[config.mk]
export PLATFORM = sky130hd
export DESIGN_NAME = sopc_run_ctrl
export DESIGN_NICKNAME = d
export VERILOG_FILES = /design/src/rtl/sopc_run_ctrl_pkg.sv /design/src/rtl/sopc_run_ctrl_reg_watch.sv /design/src/rtl/sopc_run_ctrl.sv
export SDC_FILE = /design/constraint.sdc
export NUM_CORES = 1
export LEC_CHECK = 0
export CAP_MARGIN = 20
export CORE_MARGIN = 2
export CORE_UTILIZATION = 45
export CTS_CLUSTER_SIZE = 25
export DETAILED_ROUTE_END_ITERATION = 10
export GPL_TIMING_DRIVEN = 1
export PLACE_DENSITY = 0.78
export SLEW_MARGIN = 20
export SYNTH_ARGS = -nofsm -noshare
export SYNTH_HDL_FRONTEND = slang
export SYNTH_SLANG_ARGS = --single-unit
[constraint.sdc]
create_clock -name clk -period 2.65 [get_ports clk]
set_input_delay 0.265 -clock clk [delete_from_list [all_inputs] [get_ports clk]]
set_output_delay 0.265 -clock clk [all_outputs]
set_load 0.01 [all_outputs]
[src/rtl/sopc_run_ctrl_pkg.sv]
// Shared definitions for the openmips SOPC run controller.
//   - run_state_e : controller state encoding (S_HOLD .. S_TIMEOUT)
//   - END_ADDR_DEFAULT : default signature store address
//   - STALL_FAIL_CODE  : fail_code reported by the stall detector
//   - `RstEnable / `RstDisable : openmips reset polarity (active-high)
// Optional feature macro: SOPC_RUN_STALL_DET_EN (used in sopc_run_ctrl.sv).

`ifndef RstEnable
`define RstEnable  1'b1
`endif
`ifndef RstDisable
`define RstDisable 1'b0
`endif

package sopc_run_ctrl_pkg;

   typedef enum logic [2:0] {
      S_HOLD    = 3'd0,
      S_RUN     = 3'd1,
      S_PASS    = 3'd2,
      S_FAIL    = 3'd3,
      S_TIMEOUT = 3'd4
   } run_state_e;

   localparam logic [31:0] END_ADDR_DEFAULT = 32'h0000_FFF0;
   localparam logic [31:0] STALL_FAIL_CODE  = 32'hDEAD_0001;

   function automatic logic is_terminal(input run_state_e s);
      return (s == S_PASS) || (s == S_FAIL) || (s == S_TIMEOUT);
   endfunction

endpackage

[src/rtl/sopc_run_ctrl_reg_watch.sv]
// sopc_reg_watch: shadow copy of GPRs 0..NUM_WATCH-1 taken from the
// regfile write port, with a per-register "written since clear" bit.
// Ports:
//   clk, rst          clock, async active-low reset
//   clr               synchronous clear of all shadow data and valid bits
//   wr_en             capture enable (qualified write strobe)
//   wr_addr, wr_data  regfile write address / data
//   watch_data        flat shadow array, reg i at [i*DATA_W +: DATA_W]
//   watch_valid       bit i set once reg i has been captured
// Register 0 is never captured: $0 is hardwired to zero in the core.

module sopc_reg_watch #(
   parameter int NUM_WATCH = 8,
   parameter int DATA_W    = 32
) (
   input  logic                        clk,
   input  logic                        rst,
   input  logic                        clr,
   input  logic                        wr_en,
   input  logic [4:0]                  wr_addr,
   input  logic [DATA_W-1:0]           wr_data,
   output logic [NUM_WATCH*DATA_W-1:0] watch_data,
   output logic [NUM_WATCH-1:0]        watch_valid
);

   logic [NUM_WATCH-1:0][DATA_W-1:0] data_q, data_d;
   logic [NUM_WATCH-1:0]             valid_q, valid_d;

   // Loop starts at 1 so $0 and any address outside the window fall through.
   always_comb begin
      data_d  = data_q;
      valid_d = valid_q;
      if (clr) begin
         data_d  = '0;
         valid_d = '0;
      end else if (wr_en) begin
         for (int i = 1; i < NUM_WATCH; i++) begin
            if (wr_addr == 5'(i)) begin
               data_d[i]  = wr_data;
               valid_d[i] = 1'b1;
            end
         end
      end
   end

   always_ff @(posedge clk or negedge rst) begin
      if (!rst) begin
         data_q  <= '0;
         valid_q <= '0;
      end else begin
         data_q  <= data_d;
         valid_q <= valid_d;
      end
   end

   assign watch_data  = data_q;
   assign watch_valid = valid_q;

endmodule

[src/rtl/sopc_run_ctrl.sv]
// sopc_run_ctrl: run controller for the openmips minimal SOPC.
// Holds the core in reset for RST_HOLD_CYCLES edges, counts run cycles,
// shadows low GPRs, and ends the run on a store to END_ADDR (0 = PASS,
// otherwise FAIL with the stored value) or after TIMEOUT_CYCLES.
// Ports:
//   clk, rst           clock, async active-low reset
//   restart            pulse; rerun from a terminal state
//   core_rst           openmips reset (`RstEnable = asserted)
//   wb_we/waddr/wdata  regfile write port tap
//   mem_ce/we/addr/wdata  data-RAM port tap
//   done, pass, timeout, fail_code, cycle_count  run result
//   watch_data, watch_valid  shadow registers
// Optional feature macro: SOPC_RUN_STALL_DET_EN -- idle detector that
// fails the run after STALL_CYCLES RUN cycles without a regfile write.
//
// state     | meaning
// S_HOLD    | core held in reset, counting edges
// S_RUN     | core running, counting cycles
// S_PASS    | signature 0 stored, core halted
// S_FAIL    | nonzero signature (or stall), core halted
// S_TIMEOUT | TIMEOUT_CYCLES reached, core halted

module sopc_run_ctrl
   import sopc_run_ctrl_pkg::*;
#(
   parameter int          RST_HOLD_CYCLES = 4,
   parameter int          TIMEOUT_CYCLES  = 250,
   parameter int          NUM_WATCH       = 8,
   parameter int          DATA_W          = 32,
   parameter logic [31:0] END_ADDR        = END_ADDR_DEFAULT,
   parameter int          STALL_CYCLES    = 64
) (
   input  logic                        clk,
   input  logic                        rst,
   input  logic                        restart,
   output logic                        core_rst,
   input  logic                        wb_we,
   input  logic [4:0]                  wb_waddr,
   input  logic [DATA_W-1:0]           wb_wdata,
   input  logic                        mem_ce,
   input  logic                        mem_we,
   input  logic [31:0]                 mem_addr,
   input  logic [DATA_W-1:0]           mem_wdata,
   output logic                        done,
   output logic                        pass,
   output logic                        timeout,
   output logic [DATA_W-1:0]           fail_code,
   output logic [31:0]                 cycle_count,
   output logic [NUM_WATCH*DATA_W-1:0] watch_data,
   output logic [NUM_WATCH-1:0]        watch_valid
);

   if (RST_HOLD_CYCLES < 1 || NUM_WATCH < 1 || NUM_WATCH > 32 ||
       TIMEOUT_CYCLES < 1 || STALL_CYCLES < 1) begin : g_bad_param
      $error("sopc_run_ctrl: parameter out of range");
   end

   localparam logic [31:0] HOLD_LAST = 32'(RST_HOLD_CYCLES - 1);
   localparam logic [31:0] TO_LAST   = 32'(TIMEOUT_CYCLES);

   run_state_e        state_q, state_d;
   logic [31:0]       hold_cnt_q, hold_cnt_d;
   logic [31:0]       cycle_q, cycle_d;
   logic              core_rst_q, core_rst_d;
   logic              done_q, done_d;
   logic              pass_q, pass_d;
   logic              timeout_q, timeout_d;
   logic [DATA_W-1:0] fail_code_q, fail_code_d;

   logic restart_acc;
   logic end_store;
   logic stall_hit;

   assign restart_acc = restart && is_terminal(state_q);
   assign end_store   = mem_ce && mem_we && (mem_addr == END_ADDR);

`ifdef SOPC_RUN_STALL_DET_EN
   logic [31:0] idle_q, idle_d;

   always_comb begin
      idle_d = '0;
      if (state_q == S_RUN && !wb_we) begin
         idle_d = idle_q + 32'd1;
      end
   end

   // Fires on the edge that would make the idle count reach STALL_CYCLES.
   assign stall_hit = (state_q == S_RUN) && !wb_we &&
                      (idle_q == 32'(STALL_CYCLES - 1));

   always_ff @(posedge clk or negedge rst) begin
      if (!rst) begin
         idle_q <= '0;
      end else begin
         idle_q <= idle_d;
      end
   end
`else
   assign stall_hit = 1'b0;
`endif

   always_comb begin
      state_d     = state_q;
      hold_cnt_d  = hold_cnt_q;
      cycle_d     = cycle_q;
      core_rst_d  = core_rst_q;
      done_d      = done_q;
      pass_d      = pass_q;
      timeout_d   = timeout_q;
      fail_code_d = fail_code_q;

      unique case (state_q)
         S_HOLD: begin
            core_rst_d = `RstEnable;
            if (hold_cnt_q == HOLD_LAST) begin
               state_d    = S_RUN;
               hold_cnt_d = '0;
               cycle_d    = 32'd1;
               core_rst_d = `RstDisable;
            end else begin
               hold_cnt_d = hold_cnt_q + 32'd1;
            end
         end
         S_RUN: begin
            // cycle_count freezes on the exit edge so it reports the last RUN cycle.
            if (end_store) begin
               done_d     = 1'b1;
               core_rst_d = `RstEnable;
               if (mem_wdata == '0) begin
                  state_d = S_PASS;
                  pass_d  = 1'b1;
               end else begin
                  state_d     = S_FAIL;
                  fail_code_d = mem_wdata;
               end
            end else if (cycle_q == TO_LAST) begin
               state_d    = S_TIMEOUT;
               done_d     = 1'b1;
               timeout_d  = 1'b1;
               core_rst_d = `RstEnable;
            end else if (stall_hit) begin
               state_d     = S_FAIL;
               done_d      = 1'b1;
               fail_code_d = DATA_W'(STALL_FAIL_CODE);
               core_rst_d  = `RstEnable;
            end else begin
               cycle_d = cycle_q + 32'd1;
            end
         end
         default: begin
            if (restart_acc) begin
               state_d     = S_HOLD;
               hold_cnt_d  = '0;
               cycle_d     = '0;
               done_d      = 1'b0;
               pass_d      = 1'b0;
               timeout_d   = 1'b0;
               fail_code_d = '0;
               core_rst_d  = `RstEnable;
            end
         end
      endcase
   end

   always_ff @(posedge clk or negedge rst) begin
      if (!rst) begin
         state_q     <= S_HOLD;
         hold_cnt_q  <= '0;
         cycle_q     <= '0;
         core_rst_q  <= `RstEnable;
         done_q      <= 1'b0;
         pass_q      <= 1'b0;
         timeout_q   <= 1'b0;
         fail_code_q <= '0;
      end else begin
         state_q     <= state_d;
         hold_cnt_q  <= hold_cnt_d;
         cycle_q     <= cycle_d;
         core_rst_q  <= core_rst_d;
         done_q      <= done_d;
         pass_q      <= pass_d;
         timeout_q   <= timeout_d;
         fail_code_q <= fail_code_d;
      end
   end

   sopc_reg_watch #(
      .NUM_WATCH (NUM_WATCH),
      .DATA_W    (DATA_W)
   ) u_reg_watch (
      .clk         (clk),
      .rst         (rst),
      .clr         (restart_acc),
      .wr_en       (wb_we && (state_q == S_RUN)),
      .wr_addr     (wb_waddr),
      .wr_data     (wb_wdata),
      .watch_data  (watch_data),
      .watch_valid (watch_valid)
   );

   assign core_rst    = core_rst_q;
   assign done        = done_q;
   assign pass        = pass_q;
   assign timeout     = timeout_q;
   assign fail_code   = fail_code_q;
   assign cycle_count = cycle_q;

endmodule

==> tab_implementation.tex, run 1 <==
\begin{tabular}{lr}
\hline
Metric & Value \\
\hline
\multicolumn{2}{l}{\textbf{Outcome}} \\
\quad Status & complete, no violations \\
\multicolumn{2}{l}{\textbf{Timing}} \\
\quad Setup TNS & 0 ns \\
\quad Slew HR & 51.6\% \\
\quad Minimum setup slack in the final design & approximately 0.27 ns \\
\quad Skew final & roughly 0.013 ns \\
\quad Max Fclk & roughly 420 MHz \\
\quad Tmin final & approximately 2.4 ns \\
\quad RSZ-0062 raised after global routing & false \\
\quad Worst-margin pin slew & roughly 0.73 ns \\
\quad Crit share post-route & approximately nine tenths \\
\quad \# setup viols final & 0 \\
\quad Worst hold margin & 0.306 ns \\
\quad Number of endpoints with negative hold slack in the final report & 0 \\
\quad Final count of pins violating max slew & 0 \\
\multicolumn{2}{l}{\textbf{Clocking}} \\
\quad Clock latency on the worst-skew pair & roughly 0.5 ns \\
\quad Root buffer selected by CTS & clkbuf\_16 \\
\quad Clock slew at the register clock pins of the worst setup and hold paths & 0.06 ns \\
\quad PostCTS Resize Cnt & 0 \\
\quad TritonCTS clock tree & yes \\
\quad Clock buffer count from CTS & 36 \\
\quad Max Buffers Root-to-Sink & 3 \\
\quad Buffer count from post-CTS setup fixing & 0 \\
\quad Number of buffers inserted for hold repair after clock tree synthesis & 1 \\
\quad Clock sink count & 334 \\
\quad CTS HTree Levels & 2 \\
\multicolumn{2}{l}{\textbf{Pwr}} \\
\quad Overall Power & 0.0104 W \\
\quad Portion of total power attributed to combinational logic & a little under 4\% \\
\quad Peak supply drop & around 0.37 mV \\
\quad Clock share of power & a little under half \\
\quad Ratio of total power to cell area & approximately 500 nW/um2 \\
\quad Power share of the sequential group & between 40 and 50\% \\
\quad Leakage power summed over all cells & $\sim$9.0 nW \\
\quad Switching power total & 0.00223 W \\
\quad Share of total power consumed by net switching & 21.5\% \\
\quad Internal power contribution & around 0.0082 W \\
\multicolumn{2}{l}{\textbf{Synth}} \\
\quad Number of enable-type register cells in the synthesized netlist & 0 \\
\quad Netlist area before placement & roughly 15000 um2 \\
\quad Simple logic cell fraction of the synthesized area & roughly a quarter \\
\quad Adder and majority gate portion of the synthesized area & less than 1\% \\
\quad Async S/R FF share, synth & between 90\% and 100\% \\
\quad Largest family of logic cells by synthesized area & simple AND/OR/NAND/NOR gates \\
\quad Multiplexer share of the synthesized area & between 2 and 2.5\% \\
\quad Primary FF master, synth & dfrtp\_1 \\
\quad Post-Synthesis Mean Instance Area & $\sim$9 um2 \\
\quad Number of standard cells after synthesis & 1632 \\
\quad Post-synthesis register bit count & approximately 330 \\
\quad Xor/xnor cell area share of the yosys netlist & $\sim$1.2\% \\
\quad Warnings, synthesis & 0 \\
\quad Complex-gate fraction of the synthesized area & between 10 and 15\% \\
\quad Part of the Yosys area used for sequential elements & 55.7\% \\
\quad Unique masters post-synth & 59 \\
\multicolumn{2}{l}{\textbf{Worst hold path}} \\
\quad HP Class & in2async \\
\multicolumn{2}{l}{\textbf{Global route}} \\
\quad Sum of overflow across all layers after global routing & 0 \\
\quad Wire length of the first global-routing pass & 75500 um \\
\quad Initial antenna violation count & 1 \\
\quad Total track usage & 27.0\% \\
\quad Maximum number of pins on one net before global-route repair & 135 \\
\quad Via count of the first global-routing pass & roughly 13k \\
\multicolumn{2}{l}{\textbf{Route}} \\
\quad Drt total wl & 48100 um \\
\quad Number of DRC markers in iteration 0 & between 1k and 1.5k \\
\quad Total via count after detailed routing & 13.6k \\
\quad Number of routed nets with antenna violations & 0 \\
\quad Number of iterations in the first detailed-routing pass & 5 \\
\quad Drt drc & 0 \\
\quad Average vias per placed instance & about 5.5 \\
\quad Average detailed-routed wire length per instance & 19.4 um \\
\multicolumn{2}{l}{\textbf{Critical path}} \\
\quad Arrival @ worst endpoint & $\sim$2.8 ns \\
\quad WP buf/inv & 2 \\
\quad Critical-path cell list & ha\_1 > nor4b\_1 > nand4\_1 > nor4\_1 > buf\_4 > o31ai\_2 > buf\_12 > o21ai\_0 > o21ai\_1 \\
\quad Crit end category & flop \\
\quad Setup CP Type & reg2reg \\
\quad Required arrival time at the worst endpoint & roughly 3 ns \\
\quad Biggest cell delay along the critical path & a little over 0.4 ns \\
\quad Master of the slowest instance on the critical path & dfrtp\_1 \\
\quad Largest fanout on the critical path & 30 \\
\quad Critical path's top delay family & simple AND/OR/NAND/NOR gates \\
\quad Startpoint Class & flop \\
\multicolumn{2}{l}{\textbf{Floorplanning}} \\
\quad Core ar. & roughly 33000 um2 \\
\quad Number of top-level design ports & roughly 440 \\
\quad Starting utilization of the core area & 45.9\% \\
\quad Floorplan die area & 34800 um2 \\
\quad Cell row count & 66 \\
\quad Width of the die & about 190 um \\
\quad Vertical die dimension & 187 um \\
\multicolumn{2}{l}{\textbf{Placement}} \\
\quad Pre-CTS worst setup slack & -0.0578 ns \\
\quad Placed wire-length estimate after detailed placement & between 30000 and 40000 um \\
\quad Placed Cells & between 2k and 2.5k \\
\quad Count of buffers inserted at the top-level ports & approximately 400 \\
\quad Gp weighted congestion & 0.889 \\
\multicolumn{2}{l}{\textbf{Final layout}} \\
\quad Post-layout net count & 2127 \\
\quad Signed area change from the synthesized netlist to the final layout & 38.1\% \\
\quad Share of post-route cells with drive strength above 1 & approximately a tenth \\
\quad Filler cell count & about 2.6k \\
\quad Cell Count, Final, Fillers Out & roughly 2.5k \\
\multicolumn{2}{l}{\textbf{Run}} \\
\quad Max-cap violations & 0 \\
\hline
\end{tabular}
-- worst register-to-register path, stage by stage, from the launching register on --
cell     delay [ns]
dfrtp_1        0.41
ha_1           0.32
nor4b_1        0.30
nand4_1        0.20
nor4_1         0.26
buf_4          0.20
o31ai_2        0.08
buf_12         0.18
o21ai_0        0.20
o21ai_1        0.10
-- metal layers --
metal	routed length [um]	part of all wire [%]	track usage, %
met1	19400	40	35.8
met2	23000	48	45.5
met3	3970	8.3	4.38
met4	1660	3.4	9.25
met5	0	0	0
-- registers in the layout (all words and copies together), names as in the netlist --
| name | flops |
|---|---|
| u_reg_watch.watch_valid | 7 |
| core_rst | 1 |
| timeout | 1 |
| fail_code | 32 |
| done | 1 |
| pass | 1 |
| hold_cnt_q | 32 |
| cycle_count | 32 |
| state_q | 3 |
| u_reg_watch.watch_data | 224 |
-- power by group through the flow --
stage | logic, W | clock network, W | registers [W]
2_1_floorplan | 0.0000746 | 0 | 0.00519
3_3_place_gp | 0.000405 | 0 | 0.00519
3_5_place_dp | 0.000406 | 0 | 0.00519
4_1_cts | 0.000410 | 0.00497 | 0.00510
6_report | 0.000405 | 0.00488 | 0.00510
5_1_grt | 0.000441 | 0.00518 | 0.00510
-- metrics by stage --
| stage | util (%) | cell area, um2 |
|---|---|---|
| after global routing | 63.4 | 20700 |
| after floorplan | - | 15100 |
| after CTS | 63.4 | 20700 |
| after global placement | 59.9 | 19600 |
| after detailed placement | 59.9 | 19600 |
| final | 63.4 | 20700 |
-- path summary, 6_finish.rpt --
path,startpoint,end,slack (ns),depth (start not counted)
max,hold_cnt_q[0],cycle_count[16],0.27,9
min,rst,u_reg_watch.watch_valid[7],0.31,2
max reg2reg,hold_cnt_q[0],cycle_count[16],0.27,9
min reg2reg,u_reg_watch.watch_valid[7],u_reg_watch.watch_valid[7],0.50,2
max in group asynchronous,rst,u_reg_watch.watch_data[129],1.56,3
min in group clk,mem_wdata[5],fail_code[5],0.33,3
-- logic make-up after synthesis --
logic type,after synthesis
simple gates,767
flops,334
compound gates,332
buf+inv,139
mux,36
xor+xnor,20
fa+ha+maj,3
other cells,1
-- final cells by class --
class                   instances  area, um2  share of cell area (%)
well taps                     442        553                    2.67
multi-input cells            1191       6090                    29.4
repair buffers                448       4560                    22.0
diodes                          1       2.50                  0.0121
clock inverters                 9        106                   0.513
inverters                       6       22.5                   0.109
clock buffers                  50       1020                    4.95
flip-flops and latches        334       8360                    40.3
-- synthesized netlist by cell type (all sizes together) (3+ instances only) --
master  number  area [um2]
dfrtp      333        8330
o31ai        9        67.6
nand4       27         169
nor4        26         190
nor3        13        65.1
nor4b        4        41.3
nand3       30         163
a31oi       13        81.3
nand2      503        2040
xor2        15         131
xnor2        5        43.8
and4         7        63.8
ha           3        37.5
o21ai       55         275
inv          6        22.5
buf         51         385
a21oi      242        1320
and3        22         138
or3          9        56.3
and2         8        52.6
mux2i       35         350
or2          4        25.0
nor2       104         393
clkbuf      82         308
-- placed cells by master (no fill, tap or decap), types with 3 or more instances in the layout --
master / Yosys / final
a21oi_1: 212 / 212
a21oi_2: 30 / 30
a31oi_1: 13 / 13
and2_1: 7 / 7
and3_1: 22 / 22
and4_1: 6 / 6
buf_12: 0 / 14
buf_4: 33 / 28
clkbuf_1: 82 / 8
clkbuf_16: 0 / 37
clkbuf_8: 0 / 5
clkdlybuf4s50_1: 0 / 404
clkinv_2: 0 / 4
conb_1: 1 / 33
dfrtp_1: 333 / 333
ha_1: 3 / 3
inv_1: 6 / 6
inv_6: 0 / 3
mux2i_1: 35 / 35
nand2_1: 442 / 442
nand2_2: 61 / 61
nand3_1: 29 / 29
nand4_1: 27 / 27
nor2_1: 103 / 102
nor3_1: 13 / 12
nor4_1: 23 / 23
nor4b_1: 3 / 3
o21ai_0: 24 / 24
o21ai_1: 31 / 31
o31ai_1: 9 / 8
or3_1: 9 / 9
xnor2_1: 5 / 5
xor2_1: 15 / 15
Note: power is estimated with default switching activity, not from simulation.
==> run 2, diff against run 1 <==
- RECOVER_POWER: default -> 25
==> run 2 against run 1 <==
Effect of this change: the run now ends with capacitance limit, slew limit left; via count barely moved; register-to-register slack barely moved; die area did not move; wire length fell by 0.23%; final area fell by 0.10%; sequential share of layout area barely moved; maximum frequency rose by 0.46%; hold slack improved by 0.029 ns; non-clock buffer count did not move; sequential power barely moved; critical endpoint unchanged; largest cell class unchanged; largest power group unchanged.
==> tab_implementation.tex, run 2 (synthesis gave the netlist of run 1 again) <==
\begin{tabular}{lr}
\hline
Metric & Value \\
\hline
\multicolumn{2}{l}{\textbf{Timing}} \\
\quad Worst-margin pin slew & 1.90 ns (+1.17 ns) \\
\quad Tmin final & 2.36 ns (-0.0108 ns) \\
\quad Number of endpoints with negative hold slack in the final report & 0 (unchanged) \\
\quad Max Fclk & 423 MHz (+0.46\%) \\
\quad Minimum setup slack in the final design & 0.286 ns (+0.0108 ns) \\
\quad Final count of pins violating max slew & 68 (+68) \\
\quad Crit share post-route & 89.2\% (-0.41 points) \\
\quad Skew final & 0.0112 ns (-0.00168 ns) \\
\quad Slew HR & -26.7\% (-78 points) \\
\quad \# setup viols final & 0 (unchanged) \\
\quad RSZ-0062 raised after global routing & false \\
\quad Setup TNS & 0 ns (unchanged) \\
\multicolumn{2}{l}{\textbf{Critical path}} \\
\quad Arrival @ worst endpoint & 2.75 ns (about the same) \\
\quad WP buf/inv & 2 (unchanged) \\
\quad Largest fanout on the critical path & 30 (unchanged) \\
\quad Critical-path cell list & ha\_1 > nor4b\_1 > nand4\_1 > nor4\_1 > buf\_4 > o31ai\_2 > buf\_12 > o21ai\_0 > o21ai\_1 \\
\quad Required arrival time at the worst endpoint & 3.04 ns (about the same) \\
\quad Critical path's top delay family & simple AND/OR/NAND/NOR gates \\
\quad Biggest cell delay along the critical path & 0.41 ns (about the same) \\
\quad Crit end category & flop \\
\quad Master of the slowest instance on the critical path & dfrtp\_1 \\
\quad Setup CP Type & reg2reg \\
\quad Startpoint Class & flop \\
\multicolumn{2}{l}{\textbf{Route}} \\
\quad Number of routed nets with antenna violations & 0 (unchanged) \\
\quad Total via count after detailed routing & 13.6k (-0.022\%) \\
\quad Drt total wl & 48000 um (-0.23\%) \\
\quad Drt drc & 0 (unchanged) \\
\quad Number of DRC markers in iteration 0 & 1082 (-14\%) \\
\quad Average vias per placed instance & 5.49 (about the same) \\
\quad Average detailed-routed wire length per instance & 19.3 um (-0.23\%) \\
\quad Number of iterations in the first detailed-routing pass & 5 (unchanged) \\
\multicolumn{2}{l}{\textbf{Clocking}} \\
\quad Buffer count from post-CTS setup fixing & 0 (unchanged) \\
\quad Clock buffer count from CTS & 36 (unchanged) \\
\quad CTS HTree Levels & 2 (unchanged) \\
\quad Clock sink count & 334 (unchanged) \\
\quad PostCTS Resize Cnt & 0 (unchanged) \\
\quad Clock slew at the register clock pins of the worst setup and hold paths & 0.06 ns (about the same) \\
\quad TritonCTS clock tree & yes \\
\quad Number of buffers inserted for hold repair after clock tree synthesis & 1 (unchanged) \\
\quad Clock latency on the worst-skew pair & 0.51 ns (about the same) \\
\quad Root buffer selected by CTS & clkbuf\_16 \\
\quad Max Buffers Root-to-Sink & 3 (unchanged) \\
\multicolumn{2}{l}{\textbf{Final layout}} \\
\quad Filler cell count & 2654 (+0.19\%) \\
\quad Signed area change from the synthesized netlist to the final layout & 38.0\% \\
\quad Flip-flop count of the largest register, all copies and words added & 224 (unchanged) \\
\quad Commonest non-fill, non-tap cells in the layout & nand2\_1, clkdlybuf4s50\_1, dfrtp\_1 \\
\quad Post-layout net count & 2127 (unchanged) \\
\quad Share of post-route cells with drive strength above 1 & 9.96\% (unchanged) \\
\quad Most common library cell in the layout ignoring fill and taps & nand2\_1 \\
\multicolumn{2}{l}{\textbf{Pwr}} \\
\quad Switching power total & 0.00223 W (-0.20\%) \\
\quad Leakage power summed over all cells & 9.00 nW (about the same) \\
\quad Internal power contribution & 0.00816 W (about the same) \\
\quad Peak supply drop & 0.371 mV (-0.39\%) \\
\quad Share of total power consumed by net switching & 21.4\% (-0.029 points) \\
\quad Ratio of total power to cell area & 501 nW/um2 (about the same) \\
\quad Clock share of power & 47.0\% (about the same) \\
\quad Power share of the sequential group & 49.1\% (about the same) \\
\quad Portion of total power attributed to combinational logic & 3.9\% (about the same) \\
\multicolumn{2}{l}{\textbf{Placement}} \\
\quad Placed wire-length estimate after detailed placement & 32900 um (unchanged) \\
\quad Gp weighted congestion & 0.889 (unchanged) \\
\quad Count of buffers inserted at the top-level ports & 405 (unchanged) \\
\quad Pre-CTS worst setup slack & -0.0578 ns (unchanged) \\
\multicolumn{2}{l}{\textbf{Run}} \\
\quad Max-cap violations & 1 (+1) \\
\multicolumn{2}{l}{\textbf{Global route}} \\
\quad Wire length of the first global-routing pass & 75500 um (unchanged) \\
\quad Sum of overflow across all layers after global routing & 0 (unchanged) \\
\quad Initial antenna violation count & 1 (unchanged) \\
\quad Total track usage & 27.0\% (unchanged) \\
\quad Via count of the first global-routing pass & 13.4k (unchanged) \\
\quad Maximum number of pins on one net before global-route repair & 135 (unchanged) \\
\multicolumn{2}{l}{\textbf{Floorplanning}} \\
\quad Number of top-level design ports & 439 (unchanged) \\
\quad Core ar. & 32700 um2 (unchanged) \\
\quad Width of the die & 187 um (unchanged) \\
\quad Floorplan die area & 34800 um2 (unchanged) \\
\quad Cell row count & 66 (unchanged) \\
\quad Starting utilization of the core area & 45.9\% (unchanged) \\
\quad Vertical die dimension & 187 um (unchanged) \\
\multicolumn{2}{l}{\textbf{Outcome}} \\
\quad Status & complete, but fails checks \\
\quad Violations in the final reports & capacitance limit, slew limit \\
\multicolumn{2}{l}{\textbf{Worst hold path}} \\
\quad HP Class & in2reg \\
\hline
\end{tabular}
[run 2: cell types whose count changed in the layout (fill, tap and decap cells not counted), sizes merged]
cell	before	now
buf	43	41
clkbuf	50	52
[run 2: power by group through the flow]
stage | logic, W | clock network (W) | registers (W)
after global routing | 0.000438 | 0.00518 | 0.00510
after floorplan | 0.0000746 | 0 | 0.00519
final | 0.000402 | 0.00488 | 0.00510
after detailed placement | 0.000406 | 0 | 0.00519
after global placement | 0.000405 | 0 | 0.00519
after CTS | 0.000410 | 0.00497 | 0.00510
[run 2: tightest hold or removal path, cell delays in order]
cell and delay (ns):
clkdlybuf4s50_1 0.43, nand2_2 0.07, a21oi_2 0.05
[run 2: worst paths after layout]
check / from / end / slack (ns) / cells past startpoint
setup / recovery: hold_cnt_q[0] / cycle_count[16] / 0.29 / 9
hold / removal: mem_wdata[5] / fail_code[5] / 0.34 / 3
hold reg to reg: u_reg_watch.watch_valid[7] / u_reg_watch.watch_valid[7] / 0.50 / 2
setup reg to reg: hold_cnt_q[0] / cycle_count[16] / 0.29 / 9
max in group asynchronous: rst / u_reg_watch.watch_data[110] / 0.55 / 3
min in group asynchronous: rst / u_reg_watch.watch_valid[7] / 0.80 / 2
[run 2: metal layers]
layer | routed length (um) | vias up | GRT usage, %
li1 | - | 6191 | -
met2 | 23000 | 662 | 45.5
met4 | 1780 | 0 | 9.25
met3 | 3710 | 119 | 4.38
met5 | 0 | - | 0
met1 | 19500 | 6649 | 35.8
[run 2: through the flow]
step / total power, W / cell area, um2 / cells / utilization, % / hold WS, ns
floorplan: 0.00527 / 15100 / 1664 / - / -0.0306
global placement: 0.00560 / 19600 / 2420 / 59.9 / 0.266
detailed placement: 0.00560 / 19600 / 2420 / 59.9 / 0.273
CTS: 0.0105 / 20700 / 2480 / 63.4 / 0.314
global route: 0.0107 / 20700 / 2481 / 63.3 / 0.336
finish: 0.0104 / 20700 / 2481 / 63.3 / 0.335
[run 2: area by class of cell]
class	instances	area [um2]	area share, %
well taps	442	553	2.67
diodes	1	2.50	0.0121
flip-flops and latches	334	8360	40.4
clock buffers	50	1020	4.95
multi-input cells	1191	6090	29.4
repair buffers	448	4540	21.9
clock inverters	9	106	0.514
inverters	6	22.5	0.109
==> RTL change 1 (settings of run 2) <==
The 5 states of `run_state_e` get a one-hot encoding in 5 bits.
--- a/src/rtl/sopc_run_ctrl_pkg.sv
+++ b/src/rtl/sopc_run_ctrl_pkg.sv
@@ -14,12 +14,12 @@
 
 package sopc_run_ctrl_pkg;
 
-   typedef enum logic [2:0] {
-      S_HOLD    = 3'd0,
-      S_RUN     = 3'd1,
-      S_PASS    = 3'd2,
-      S_FAIL    = 3'd3,
-      S_TIMEOUT = 3'd4
+   typedef enum logic [4:0] {
+      S_HOLD    = 5'b00001,
+      S_RUN     = 5'b00010,
+      S_PASS    = 5'b00100,
+      S_FAIL    = 5'b01000,
+      S_TIMEOUT = 5'b10000
    } run_state_e;
 
    localparam logic [31:0] END_ADDR_DEFAULT = 32'h0000_FFF0;
Formal check against the unedited RTL: no difference found for any inputs over 4 cycles, from zero or initial values and one cycle with rst low; so few cycles prove little.
==> RTL change 1 against run 2 <==
Worst setup slack worse by 0.12 ns. Area after synthesis is 2.2% lower. Sequential cell count is 2 higher. Utilization is 0.29 points higher. Maximum frequency is 5.0% lower. Global-route usage is 0.84 points higher. Routed wire length is 0.54% higher. Cell area is 0.82% lower. Worst hold slack worse by 0.018 ns. Highest routed layer unchanged.
Power is not compared: it rests on default switching activity, and its combinational part moved more than twofold at a synthesized area within 25%.
==> RTL change 1: results <==
{
  "status": "complete, no violations",
  "synth_common_cells": "478 x nand2_1, 334 x dfrtp_1, 245 x a21oi_1, 94 x clkbuf_1, 67 x nor2_1",
  "final_layout_size_suffix_gt1_frac": 0.0711,
  "hold_class": "in -> async",
  "ys_types": 56,
  "routed_wl_um": 48200,
  "grt_use_total": 0.279,
  "slowest_delay_ns": 0.61,
  "synth-xor-area-share": 0.0101,
  "synth.area.mux_share": 0,
  "tightest_slew_ns": 1.17,
  "synth_area_leaders": "dfrtp_1 57%, nand2_1 12%, a21oi_1 8.4%, clkbuf_1 2.4%, a22o_1 1.9%",
  "comb_power_share": 0.205,
  "instances_no_fill": 2485,
  "antenna_found_initial": 3,
  "ys_seq_area_frac": 0.573,
  "first_pass_iters": 7,
  "gp_congestion": 0.939,
  "grt_pass1_vias": 13400,
  "dp.cells": 2417,
  "post_dp_cell_area_um2": 19400,
  "fin_skew_ns": 0.0138,
  "cp.arrival_ns": 2.92,
  "syn_inst": 1612,
  "synthAdderAreaFrac": 0.00256,
  "dp_hpwl_um": 33400,
  "via_count": 13800,
  "numCtsBuffers": 37,
  "path_max_fanout": 7,
  "dpl_worst_slack_ns": -0.0286
}
RTL change 1: cell count changes in the layout (fill, tap and decap cells not counted), sizes merged, moves of 5 or more:
cell    before  now
mux2i       35    0
nor2       104   67
buf         41   62
nand2      503  478
o21ai       55   49
nor2b        1    6
nand3       30   43
nor3        13   18
clkbuf      52   59
a22o         2   32
RTL change 1: layer usage:
layer	GRT usage	part of all wire
met3	0.0567	0.080
met2	0.457	0.47
met5	0	0
met1	0.357	0.40
met4	0.129	0.047
RTL change 1: repair_timing:
action,in CTS,in global routing
hold buffers,1,0
gates resized for setup,1,7
cloned,0,0
pin swaps,0,1
hold endpoints to repair,68,0
buffers inserted,0,2
endpoints found under the setup margin,1,212
RTL change 1: per-stage QoR:
step,hold slack [ns],total power (W)
after CTS,0.332,0.0141
after detailed placement,0.292,0.00912
after global routing,0.359,0.0146
after floorplan,-0.0306,0.00716
final,0.317,0.0140
after global placement,0.287,0.00905
RTL change 1: final timing paths:
path | start | slack (ns) | cells after the start | end
worst min register to register | u_reg_watch.watch_valid[5] | 0.50 | 2 | u_reg_watch.watch_valid[5]
worst max register to register | cycle_count[0] | 0.16 | 9 | cycle_count[6]
min in group clk | mem_wdata[28] | 0.39 | 2 | fail_code[28]
worst min-delay path | rst | 0.32 | 2 | u_reg_watch.watch_data[156]
max in group asynchronous | rst | 0.71 | 3 | u_reg_watch.watch_data[69]
worst max-delay path | cycle_count[0] | 0.16 | 9 | cycle_count[6]
RTL change 1: area by class of cell:
type,instances,area (um2)
fill,2639,11800
sequential,336,8410
multi-input combinational,1160,5750
timing repair buffer,473,4620
clock buffer,53,1060
tap,442,553
clock inverter,9,105
inverter,9,33.8
antenna,3,7.51
==> RTL change 2 (settings of run 2) <==
Made on the original files. The option `SOPC_RUN_STALL_DET_EN` is turned on by a define.
--- a/src/rtl/sopc_run_ctrl.sv
+++ b/src/rtl/sopc_run_ctrl.sv
@@ -19,6 +19,8 @@
 // S_PASS    | signature 0 stored, core halted
 // S_FAIL    | nonzero signature (or stall), core halted
 // S_TIMEOUT | TIMEOUT_CYCLES reached, core halted
+
+`define SOPC_RUN_STALL_DET_EN
 
 module sopc_run_ctrl
    import sopc_run_ctrl_pkg::*;
Check against the original RTL: same outputs for any inputs over 4 cycles, from zero or initial values and one cycle with rst low; that may be too few to reach the edited logic, so the function may still have changed.
==> RTL change 2 against run 2 <==
The run still ends with capacitance limit, slew limit left. Cell area up 9.6%. Count of clock-buffer cells in the layout increased by 7. Worst setup slack worse by 0.19 ns. Sequential cell count is 32 higher. Maximum frequency shrank 7.3%. Routed wire length rose by 14%. Area after synthesis rose by 9.7%. Highest routed layer unchanged.
Power is not compared: it rests on default switching activity, and its combinational part moved more than twofold at a synthesized area within 25%.
==> RTL change 2: results <==
{
  "status": "complete, but fails checks",
  "violations": "capacitance limit, slew limit",
  "nets": 2314,
  "gp_congestion": 0.891,
  "drv_slew": 62,
  "synth-compound-area-share": 0.133,
  "cts_sinks": 366,
  "first_iter_violations": 1212,
  "n_all_inverters": 10,
  "synthAdderAreaFrac": 0.00304,
  "min_to": "fail_code[12]",
  "slew_headroom": -0.231,
  "syn_inst": 1790,
  "synth-xor-area-share": 0.0213,
  "worstHoldPathCells": 2,
  "synth_area_leaders": "dfrtp_1 56%, nand2_1 12%, a21oi_1 7.7%, nor2_1 2.1%, buf_4 1.6%",
  "multi_input_comb_cells": 1299,
  "clock_buffers": 57,
  "numCtsBuffers": 41,
  "maxCapViolCount": 1,
  "seq_area_um2": 9160,
  "dp.cells": 2624,
  "ys_seq_area_frac": 0.557,
  "synth.area.mux_share": 0.00494,
  "vias_per_cell": 5.61,
  "final_layout_size_suffix_gt1_frac": 0.0811,
  "num_antenna_cells": 2,
  "dpl_worst_slack_ns": -0.0427,
  "hold_start": "mem_wdata[12]",
  "final_util": 0.624,
  "fin_hold_ws_ns": 0.369,
  "grt_use_total": 0.284
}
==> RTL change 2: changes by cell type after synthesis, sizes merged, moves of 11 or more <==
cell	run 2	this run
mux2i	35	7
nor4	26	41
a22o	2	22
o21ai	55	30
buf	51	80
or4	2	17
a21oi	242	253
clkbuf	82	67
nand2	503	514
xor2	15	28
o31ai	9	21
dfrtp	333	365
nand3	30	44
==> RTL change 2: per-layer routing <==
metal / global-route usage / wire length, um / vias to the layer above / share of wire
met5: 0 / 0 / - / 0
li1: - / - / 6922 / -
met4: 0.126 / 2330 / 0 / 0.043
met3: 0.0867 / 4990 / 125 / 0.091
met2: 0.462 / 26200 / 650 / 0.48
met1: 0.351 / 21300 / 7478 / 0.39
==> RTL change 2: power breakdown <==
group	switching (W)	internal, W	total, W
combinational	0.00195	0.00114	0.00308
sequential	0.000197	0.00581	0.00601
clock	0.00230	0.00370	0.00600
total	0.00444	0.0106	0.0151
